### config.mk
export PLATFORM = sky130hd
export DESIGN_NAME = layer_sequencer
export DESIGN_NICKNAME = d
export VERILOG_FILES = /design/src/rtl/layer_sequencer_pkg.sv /design/src/rtl/layer_sequencer_wb_delay.sv /design/src/rtl/layer_sequencer.sv
export SDC_FILE = /design/constraint.sdc
export NUM_CORES = 1
export LEC_CHECK = 0
export ABC_AREA = 1
export CORE_MARGIN = 2
export CORE_UTILIZATION = 59
export CTS_BUF_LIST = sky130_fd_sc_hd__clkbuf_8
export CTS_CLUSTER_SIZE = 30
export DETAILED_ROUTE_END_ITERATION = 8
export PLACE_DENSITY = 0.87
export SYNTH_ARGS = -nofsm -noshare
export SYNTH_HDL_FRONTEND = slang
export SYNTH_SLANG_ARGS = --single-unit
### constraint.sdc
create_clock -name clk -period 3.9 [get_ports clk]
set_input_delay 0.78 -clock clk [delete_from_list [all_inputs] [get_ports clk]]
set_output_delay 0.78 -clock clk [all_outputs]
set_load 0.1 [all_outputs]
### src/rtl/layer_sequencer_pkg.sv
// -----------------------------------------------------------------------------
// layer_sequencer_pkg
// Shared training-controller definitions: command opcodes, command word field
// layout, sequencer state encoding and small decode helpers.
// -----------------------------------------------------------------------------
package layer_sequencer_pkg;

    // Width of the meaningful part of a command word; bits above are ignored.
    localparam int FIELDS_W = 30;
    localparam int OP_W     = 4;
    localparam int ROWS_W   = 8;
    localparam int COLS_W   = 8;
    localparam int BASE_W   = 10;

    typedef enum logic [OP_W-1:0] {
        OP_LOAD   = 4'd1,
        OP_MATVEC = 4'd2,
        OP_UPDATE = 4'd3
    } op_e;

    typedef enum logic [2:0] {
        ST_IDLE,
        ST_LOAD,
        ST_MAC,
        ST_WB,
        ST_UPD,
        ST_DRAIN,
        ST_DONE
    } state_e;

    // Packed MSB-first, so the struct lines up with cmd[29:0]:
    // base [29:20], cols [19:12], rows [11:4], op [3:0].
    typedef struct packed {
        logic [BASE_W-1:0] base;
        logic [COLS_W-1:0] cols;
        logic [ROWS_W-1:0] rows;
        logic [OP_W-1:0]   op;
    } cmd_fields_t;

    function automatic logic cmd_is_legal(input cmd_fields_t f);
        return (f.op inside {OP_LOAD, OP_MATVEC, OP_UPDATE}) &&
               (f.rows != '0) && (f.cols != '0);
    endfunction

    // First working state of a legal command.
    function automatic state_e first_state(input logic [OP_W-1:0] op);
        case (op)
            OP_LOAD:   return ST_LOAD;
            OP_MATVEC: return ST_MAC;
            OP_UPDATE: return ST_UPD;
            default:   return ST_IDLE;
        endcase
    endfunction

endpackage

### src/rtl/layer_sequencer_wb_delay.sv
// -----------------------------------------------------------------------------
// wb_delay
// Fixed-depth delay line that re-times a write strobe and address so they line
// up with read data arriving DEPTH cycles later. Shifts only when advance = 1.
//   clk, reset (async, active-high)
//   advance : shift enable (stall when 0)
//   din     : payload entering the line
//   dout    : payload delayed by DEPTH advancing cycles (din when DEPTH = 0)
// -----------------------------------------------------------------------------
module wb_delay #(
    parameter int DEPTH = 2,
    parameter int WIDTH = 1
) (
    input  logic             clk,
    input  logic             reset,
    input  logic             advance,
    input  logic [WIDTH-1:0] din,
    output logic [WIDTH-1:0] dout
);

    generate
        if (DEPTH == 0) begin : g_pass
            assign dout = din;
            logic unused_ctrl;
            assign unused_ctrl = clk ^ reset ^ advance;
        end else begin : g_pipe
            logic [WIDTH-1:0] stage_q [DEPTH];

            // NOTE: the delay line is a short shift register, not a RAM, so it
            // is reset; a stale strobe must never leak into the next command.
            always_ff @(posedge clk or posedge reset) begin
                if (reset) begin
                    for (int i = 0; i < DEPTH; i++) stage_q[i] <= '0;
                end else if (advance) begin
                    stage_q[0] <= din;
                    for (int i = 1; i < DEPTH; i++) stage_q[i] <= stage_q[i-1];
                end
            end

            assign dout = stage_q[DEPTH-1];
        end
    endgenerate

endmodule

### src/rtl/layer_sequencer.sv
// -----------------------------------------------------------------------------
// layer_sequencer
// Address/strobe sequencer for a small training engine. Accepts one command at
// a time and walks an R x C tile with running counters:
//   LOAD   : write base+lin for every element.
//   MATVEC : C MAC cycles per row, then one write-back cycle per row.
//   UPDATE : read delta[r] / vec[c], write base+lin RD_LAT cycles later.
// Ports:
//   clk, reset (async, active-high), enable (global advance qualifier)
//   cmd_valid / cmd_ready / cmd[31:0]  : command handshake and word
//   rd_addr_a, rd_addr_b               : weight/delta and vector read addresses
//   wr_addr, wr_en                     : write port
//   mac_en, mac_clr, mac_last          : MAC control strobes
//   busy, done, err                    : status
// -----------------------------------------------------------------------------
module layer_sequencer
    import layer_sequencer_pkg::*;
#(
    parameter int ADDR_W = 10,
    parameter int RD_LAT = 2
) (
    input  logic              clk,
    input  logic              reset,
    input  logic              enable,
    input  logic              cmd_valid,
    output logic              cmd_ready,
    input  logic [31:0]       cmd,
    output logic [ADDR_W-1:0] rd_addr_a,
    output logic [ADDR_W-1:0] rd_addr_b,
    output logic [ADDR_W-1:0] wr_addr,
    output logic              wr_en,
    output logic              mac_en,
    output logic              mac_clr,
    output logic              mac_last,
    output logic              busy,
    output logic              done,
    output logic              err
);

    localparam int DRAIN_LAST = (RD_LAT > 0) ? RD_LAT - 1 : 0;

    state_e state_q, state_d;

    cmd_fields_t fields;
    logic        accept;
    logic        unused_cmd_bits;

    logic [ROWS_W-1:0] rows_q;
    logic [COLS_W-1:0] cols_q;
    logic [ADDR_W-1:0] base_q;
    logic [ADDR_W-1:0] lin_q;
    logic [ROWS_W-1:0] r_q;
    logic [COLS_W-1:0] c_q;      // column counter; doubles as the drain counter
    logic              err_q;

    logic              last_col, last_row;

    // Held copies of the address outputs for cycles with no active strobe.
    logic [ADDR_W-1:0] rd_a_q, rd_b_q, wr_addr_q;

    // Combinational intent for the current state, before enable gating.
    logic              rd_live, wr_live, mac_c, clr_c, last_c, done_c;
    logic [ADDR_W-1:0] rd_a_live, rd_b_live, wr_addr_live;

    // Delay line payload: {strobe, address}.
    logic [ADDR_W:0]   dl_in, dl_out;

    assign fields          = cmd_fields_t'(cmd[FIELDS_W-1:0]);
    assign unused_cmd_bits = ^cmd[31:FIELDS_W];

    assign cmd_ready = (state_q == ST_IDLE) && enable && !reset;
    assign accept    = cmd_valid && cmd_ready;

    assign last_col = (c_q == cols_q - 1'b1);
    assign last_row = (r_q == rows_q - 1'b1);

    assign dl_in = {(state_q == ST_UPD), base_q + lin_q};

    wb_delay #(
        .DEPTH (RD_LAT),
        .WIDTH (ADDR_W + 1)
    ) u_wb_delay (
        .clk     (clk),
        .reset   (reset),
        .advance (enable),
        .din     (dl_in),
        .dout    (dl_out)
    );

    always_ff @(posedge clk or posedge reset) begin
        if (reset) state_q <= ST_IDLE;
        else       state_q <= state_d;
    end

    always_comb begin
        // NOTE: every signal written here gets a default first, so no path
        // through the case can leave one unassigned and infer a latch.
        state_d      = state_q;
        rd_live      = 1'b0;
        wr_live      = 1'b0;
        mac_c        = 1'b0;
        clr_c        = 1'b0;
        last_c       = 1'b0;
        done_c       = 1'b0;
        rd_a_live    = '0;
        rd_b_live    = '0;
        wr_addr_live = '0;

        case (state_q)
            ST_IDLE: begin
                if (accept && cmd_is_legal(fields)) state_d = first_state(fields.op);
            end
            ST_LOAD: begin
                wr_live      = 1'b1;
                wr_addr_live = base_q + lin_q;
                if (last_row && last_col) state_d = ST_DONE;
            end
            ST_MAC: begin
                rd_live   = 1'b1;
                rd_a_live = lin_q;
                rd_b_live = ADDR_W'(c_q);
                mac_c     = 1'b1;
                clr_c     = (c_q == '0);
                last_c    = last_col;
                if (last_col) state_d = ST_WB;
            end
            ST_WB: begin
                wr_live      = 1'b1;
                wr_addr_live = base_q + ADDR_W'(r_q);
                state_d      = last_row ? ST_DONE : ST_MAC;
            end
            ST_UPD: begin
                rd_live      = 1'b1;
                rd_a_live    = ADDR_W'(r_q);
                rd_b_live    = ADDR_W'(c_q);
                wr_live      = dl_out[ADDR_W];
                wr_addr_live = dl_out[ADDR_W-1:0];
                if (last_row && last_col) state_d = (RD_LAT == 0) ? ST_DONE : ST_DRAIN;
            end
            ST_DRAIN: begin
                wr_live      = dl_out[ADDR_W];
                wr_addr_live = dl_out[ADDR_W-1:0];
                if (c_q == COLS_W'(DRAIN_LAST)) state_d = ST_DONE;
            end
            ST_DONE: begin
                done_c  = 1'b1;
                state_d = ST_IDLE;
            end
            default: state_d = ST_IDLE;
        endcase

        // A stalled cycle freezes the sequence in place.
        if (!enable) state_d = state_q;
    end

    always_ff @(posedge clk or posedge reset) begin
        if (reset) begin
            rows_q    <= '0;
            cols_q    <= '0;
            base_q    <= '0;
            lin_q     <= '0;
            r_q       <= '0;
            c_q       <= '0;
            err_q     <= 1'b0;
            rd_a_q    <= '0;
            rd_b_q    <= '0;
            wr_addr_q <= '0;
        end else begin
            // NOTE: sequential state uses non-blocking assignments so every
            // register here samples the values from before the clock edge.
            err_q <= accept && !cmd_is_legal(fields);
            if (enable) begin
                case (state_q)
                    ST_IDLE: begin
                        if (accept) begin
                            rows_q <= fields.rows;
                            cols_q <= fields.cols;
                            base_q <= ADDR_W'(fields.base);
                            lin_q  <= '0;
                            r_q    <= '0;
                            c_q    <= '0;
                        end
                    end
                    ST_LOAD, ST_UPD: begin
                        lin_q <= lin_q + 1'b1;
                        if (last_col) begin
                            c_q <= '0;          // also leaves c_q at 0 for DRAIN
                            r_q <= r_q + 1'b1;
                        end else begin
                            c_q <= c_q + 1'b1;
                        end
                    end
                    ST_MAC: begin
                        lin_q <= lin_q + 1'b1;
                        c_q   <= last_col ? '0 : c_q + 1'b1;
                    end
                    ST_WB:    r_q <= r_q + 1'b1;
                    ST_DRAIN: c_q <= c_q + 1'b1;
                    default: ;
                endcase

                if (rd_live) begin
                    rd_a_q <= rd_a_live;
                    rd_b_q <= rd_b_live;
                end
                if (wr_live) wr_addr_q <= wr_addr_live;
            end
        end
    end

    assign busy      = (state_q != ST_IDLE);
    assign wr_en     = enable && wr_live;
    assign mac_en    = enable && mac_c;
    assign mac_clr   = enable && clr_c;
    assign mac_last  = enable && last_c;
    assign done      = enable && done_c;
    assign err       = enable && err_q;
    assign rd_addr_a = (enable && rd_live) ? rd_a_live : rd_a_q;
    assign rd_addr_b = (enable && rd_live) ? rd_b_live : rd_b_q;
    assign wr_addr   = wr_en ? wr_addr_live : wr_addr_q;

endmodule

* After elaboration in Yosys (flattened, before gate mapping)
Cells that the tools add are included.
Storage, ports and cells: register bits 108, input port bits 36, output and inout port bits 38, logic and storage cells 104
Operators by class: $add $sub $neg 7, eq/ne operators 19, multiplexer cells 27, reductions and logical operators 38
Operators with widths (number):
- case mux 8 bit (3 select lines) | 2
- 2-to-1 mux 10 bit | 4
- case mux 10 bit (2 select lines) | 2
- 2-to-1 mux 8 bit | 4
- case mux 10 bit (3 select lines) | 1
- 2-to-1 mux 3 bit | 6
- case mux 3 bit (6 select lines) | 1
- adder 8 x 1 -> 8 bit, second input constant | 2
- equality test 8 bit | 2
- nonzero test 8 bit | 2
- subtractor 8 x 1 -> 8 bit, second input constant | 2
- logical AND 1 bit | 15
- inequality test 2 bit, second input constant | 6
- nonzero test 3 bit | 4
- adder 10 x 1 -> 10 bit, second input constant | 1
- adder 10 bit | 1
- adder 10 x 8 -> 10 bit | 1
- equality test 3 bit, second input constant | 3
- case mux 3 bit (3 select lines) | 1
- AND reduction 3 bit | 3
- equality test 4 x 2 -> 1 bit, second input constant | 2
- equality test 8 x 1 -> 1 bit, second input constant | 1
- zero test 8 bit | 1
- OR reduction 2 bit | 4
- other kinds (13) | 20

* Logic depth before layout (Yosys ltp)
depth after elaboration 7, depth in mapped cells 17, depth with buffers taken out 16

* By module
Synthesis repeated with hierarchy kept, for this count alone.
Second synthesis, totals: cell total of the unflattened synthesis 934, area total of the unflattened synthesis 6663.9 um^2
Modules (own cells, without submodules):
- layer_sequencer | instances 1, cells each 829, area an instance 5738.0 um^2, sequential area each 2102.0 um^2
- wb_delay | instances 1, cells each 105, area an instance 925.9 um^2, sequential area each 550.5 um^2

* Least setup slack after synthesis
Ideal clock, no wire load.
path kind input-to-output, start in enable, end out rd_addr_a[8], data arrival time 4.810 ns, data required time 3.120 ns, path slack -1.690 ns, stages on the path 5, buffers on the path 1, path through buf_2 > inv_2 > nor2_1 > inv_2 > o21ai_0
On the way: cells in the longest elaborated chain, start to end 2
RTL lines:
- from (decl) | RTL line layer_sequencer.sv:24 | input logic enable,
- logical AND 1 bit | RTL line layer_sequencer.sv:218 | assign rd_addr_a = (enable && rd_live) ? rd_a_live : rd_a_q;
- 2-to-1 mux 10 bit | RTL line layer_sequencer.sv:218
- to (decl) | RTL line layer_sequencer.sv:28 | output logic [ADDR_W-1:0] rd_addr_a,
Every way passes these cells.

* Worst setup path in the final report
start reg lin_q[0], end out wr_addr[8]
On the way: cells in the longest elaborated chain, start to end 3
RTL lines:
- from (decl) | RTL line layer_sequencer.sv:51 | logic [ADDR_W-1:0] lin_q;
- from (signal assigned) | RTL line layer_sequencer.sv:185 | lin_q <= lin_q + 1'b1;
- from (signal assigned) | RTL line layer_sequencer.sv:194 | lin_q <= lin_q + 1'b1;
- adder 10 bit | RTL line layer_sequencer.sv:115 | wr_addr_live = base_q + lin_q;
- case mux 10 bit (3 select lines) | RTL line layer_sequencer.sv:109 | case (state_q)
- 2-to-1 mux 10 bit | RTL line layer_sequencer.sv:220 | assign wr_addr = wr_en ? wr_addr_live : wr_addr_q;
- to (decl) | RTL line layer_sequencer.sv:30 | output logic [ADDR_W-1:0] wr_addr,
Every way passes these cells.

==> metrics.cfg <==
[timing]
hold_violations = 0
finalMaxSlewViolations = 0
min_period_ns = 3.69
setup_violations = 0
fmax_mhz = 271
skew_ns = 0.0183
rsz0062_at_grt = no
fin_crit_sh_pct = 94.7
setup-tns-final_ns = 0
setup_ws_ns = 0.206

[synth]
synthFlopType = dfrtp_1
yosysTopAreaCell = dfrtp_1
avgSynthCellArea_um2 = 7.43
ys_seq_elements = 106
netlist_top_cells_area = dfrtp_1, nand2_1, nand3_1
ys_warn_count = 0
synth_cells = 862
synth_edf_count = 0
yosysUniqueCellTypes = 46
syn_area_um2 = 6400
synthArstFlopShare_pct = 100
synth_seq_area_share_pct = 41.4
synth.top_cell.area_share_pct = 41.4

[finish]
layout_commonest_cell = nand2_1
num-fill-cells = 813
nNetsFinal = 991
seqCellArea_um2 = 2650
n_antenna_cell = 0
synthToLayoutAreaGrowth_pct = 23.4
layout-drive-gt1-share_pct = 13.5
final_cell_mix = nand2_1, dfrtp_1, inv_1
multi_input_area_um2 = 3410

[route]
vias = 6002
wl_per_cell_um = 15.0
viasPerCell = 5.59
route.antenna.remaining_nets = 0
drt-total-wl_um = 16100
firstDrtPassIters = 5
initialDrtViolationCount = 434
drc_errors = 0

[clock_tree]
clk_path_buf_depth = 2
cts_tree = built
cts_hold_buf = 0
clkSinkCount = 106
insertion_delay_ns = 0.39
ctsHtreeMaxLevel = 3
cts_buffers = 9
clkTransAtPathRegs_ns = 0.10
clockRootBuffer = clkbuf_8

[floorplan]
dieArea_um2 = 11700
rows = 38
coreArea_um2 = 10700
dieHeight_um = 108
die_w_um = 108
io_pins = 74
initial_core_util_pct = 59.8

[global_route]
met1_usage_pct = 42.6
top_usage_layer = met2
grtUsageTotal_pct = 29.9
overflow = 0
grt_first_pass_wirelength_um = 27100
antenna_found_initial = 0
grt_max_degree = 76
use_met2_pct = 47.6
use_met3_pct = 6.87
grt_pass1_vias = 5553

[placed_design]
gp_congestion = 0.911
hpwl_um = 12300
io_buffers = 69
dp_slack_ns = 0.398

[critical_path]
critical_path_arrival_ns = 2.91
end_kind = primary output
required_ns = 3.12
start_kind = flop
crit_fanout = 6
crit_type = flop to primary output

[run_status]
status = finished clean

[min_path]
holdCritPathClass = flop to flop

[job]
maxCapViolations = 0

metrics by stage:
| step | std cells | instance area, um^2 | hold WS (ns) | utilization [%] |
|---|---|---|---|---|
| floorplan | 863 | 6560 | 0.442 | - |
| finish | 1074 | 7900 | 0.486 | 73.9 |
| global placement | 1058 | 7740 | 0.453 | 72.3 |
| CTS | 1074 | 7900 | 0.485 | 73.9 |
| detailed placement | 1058 | 7740 | 0.460 | 72.3 |
| global route | 1074 | 7900 | 0.507 | 73.9 |
timing repair:
action / in CTS / in global routing
endpoints found under the setup margin: 0 / 1
resized for setup: 0 / 1
buffers inserted: 0 / 0
cell families (layout without fill, tap and decap cells):
group / after synthesis / after routing / share of synthesized area, %
AO/OA/AOI/OAI: 114 / 114 / 10.0
XOR/XNOR: 21 / 21 / 2.87
adder cells (fa/ha/maj): 26 / 26 / 5.32
buffers and inverters: 122 / 193 / 7.82
flip-flops: 106 / 106 / 41.4
multiplexers: 2 / 2 / 0.352
other: 1 / 2 / 0.0586
AND/OR/NAND/NOR: 470 / 470 / 32.1
final cells by class:
cell class	count	share of cell area, %
tap	140	2.22
inverter	99	4.73
clock buffer	9	1.57
multi-input combinational	635	43.1
timing repair buffer	78	14.3
clock inverter	7	0.491
sequential	106	33.6
cells in the mapped netlist (6+ instances only):
library cell and count:
nand3_1 75, xnor2_1 6, a21oi_1 31, ha_1 24, or2_2 10, nand2_2 7, inv_2 7, dfrtp_1 106
nand4_1 11, a31oi_1 9, xor2_1 15, o21ai_0 53, nor2_1 68, nor3_1 14, buf_2 10, nand2_1 263
inv_1 91
metal layers:
| layer | wire length [um] | share of wire (%) |
|---|---|---|
| met3 | 1150 | 7.1 |
| met2 | 7470 | 46 |
| met1 | 7250 | 45 |
| met4 | 218 | 1.4 |
| met5 | 0 | 0 |
registers in the layout (all words and copies together) (netlist names), 10 cells and up:
register / cells
wr_addr_q: 10
base_q: 10
u_wb_delay.g_pipe.stage_q: 11
lin_q: 10
rd_a_q: 10
u_wb_delay.dout: 11
worst max-delay path: stages, from the launching register on:
cell,delay (ns)
dfrtp_1,0.48
ha_1,0.27
inv_1,0.07
fa_1,0.41
o21ai_0,0.40
nand2_1,0.09
nand3_1,0.11
nor2_1,0.06
nand3b_1,0.17
nand3_1,0.09
o21ai_0,0.08
inv_1,0.12
buf_12,0.18
final timing paths:
path / endpoint / slack [ns] / start / cells after the start
min: u_wb_delay.dout[5]$_DFFE_PP0P_ / 0.49 / u_wb_delay.g_pipe.stage_q[16]$_DFFE_PP0P_ / 2
min reg2reg: u_wb_delay.dout[5]$_DFFE_PP0P_ / 0.49 / u_wb_delay.g_pipe.stage_q[16]$_DFFE_PP0P_ / 2
min in group asynchronous: rows_q[3]$_DFFE_PP0P_ / 0.82 / reset / 2
max in group asynchronous: rd_a_q[3]$_DFFE_PP0P_ / 2.34 / reset / 3
max reg2reg: r_q[4]$_DFFE_PP0P_ / 1.48 / state_q[1]$_DFFE_PP0P_ / 12
max: wr_addr[8] / 0.21 / lin_q[0]$_DFFE_PP0P_ / 12
Power is left out: the tool's default activity adds up to more than one toggle a clock period on the data nets, which glitch-free logic cannot reach.
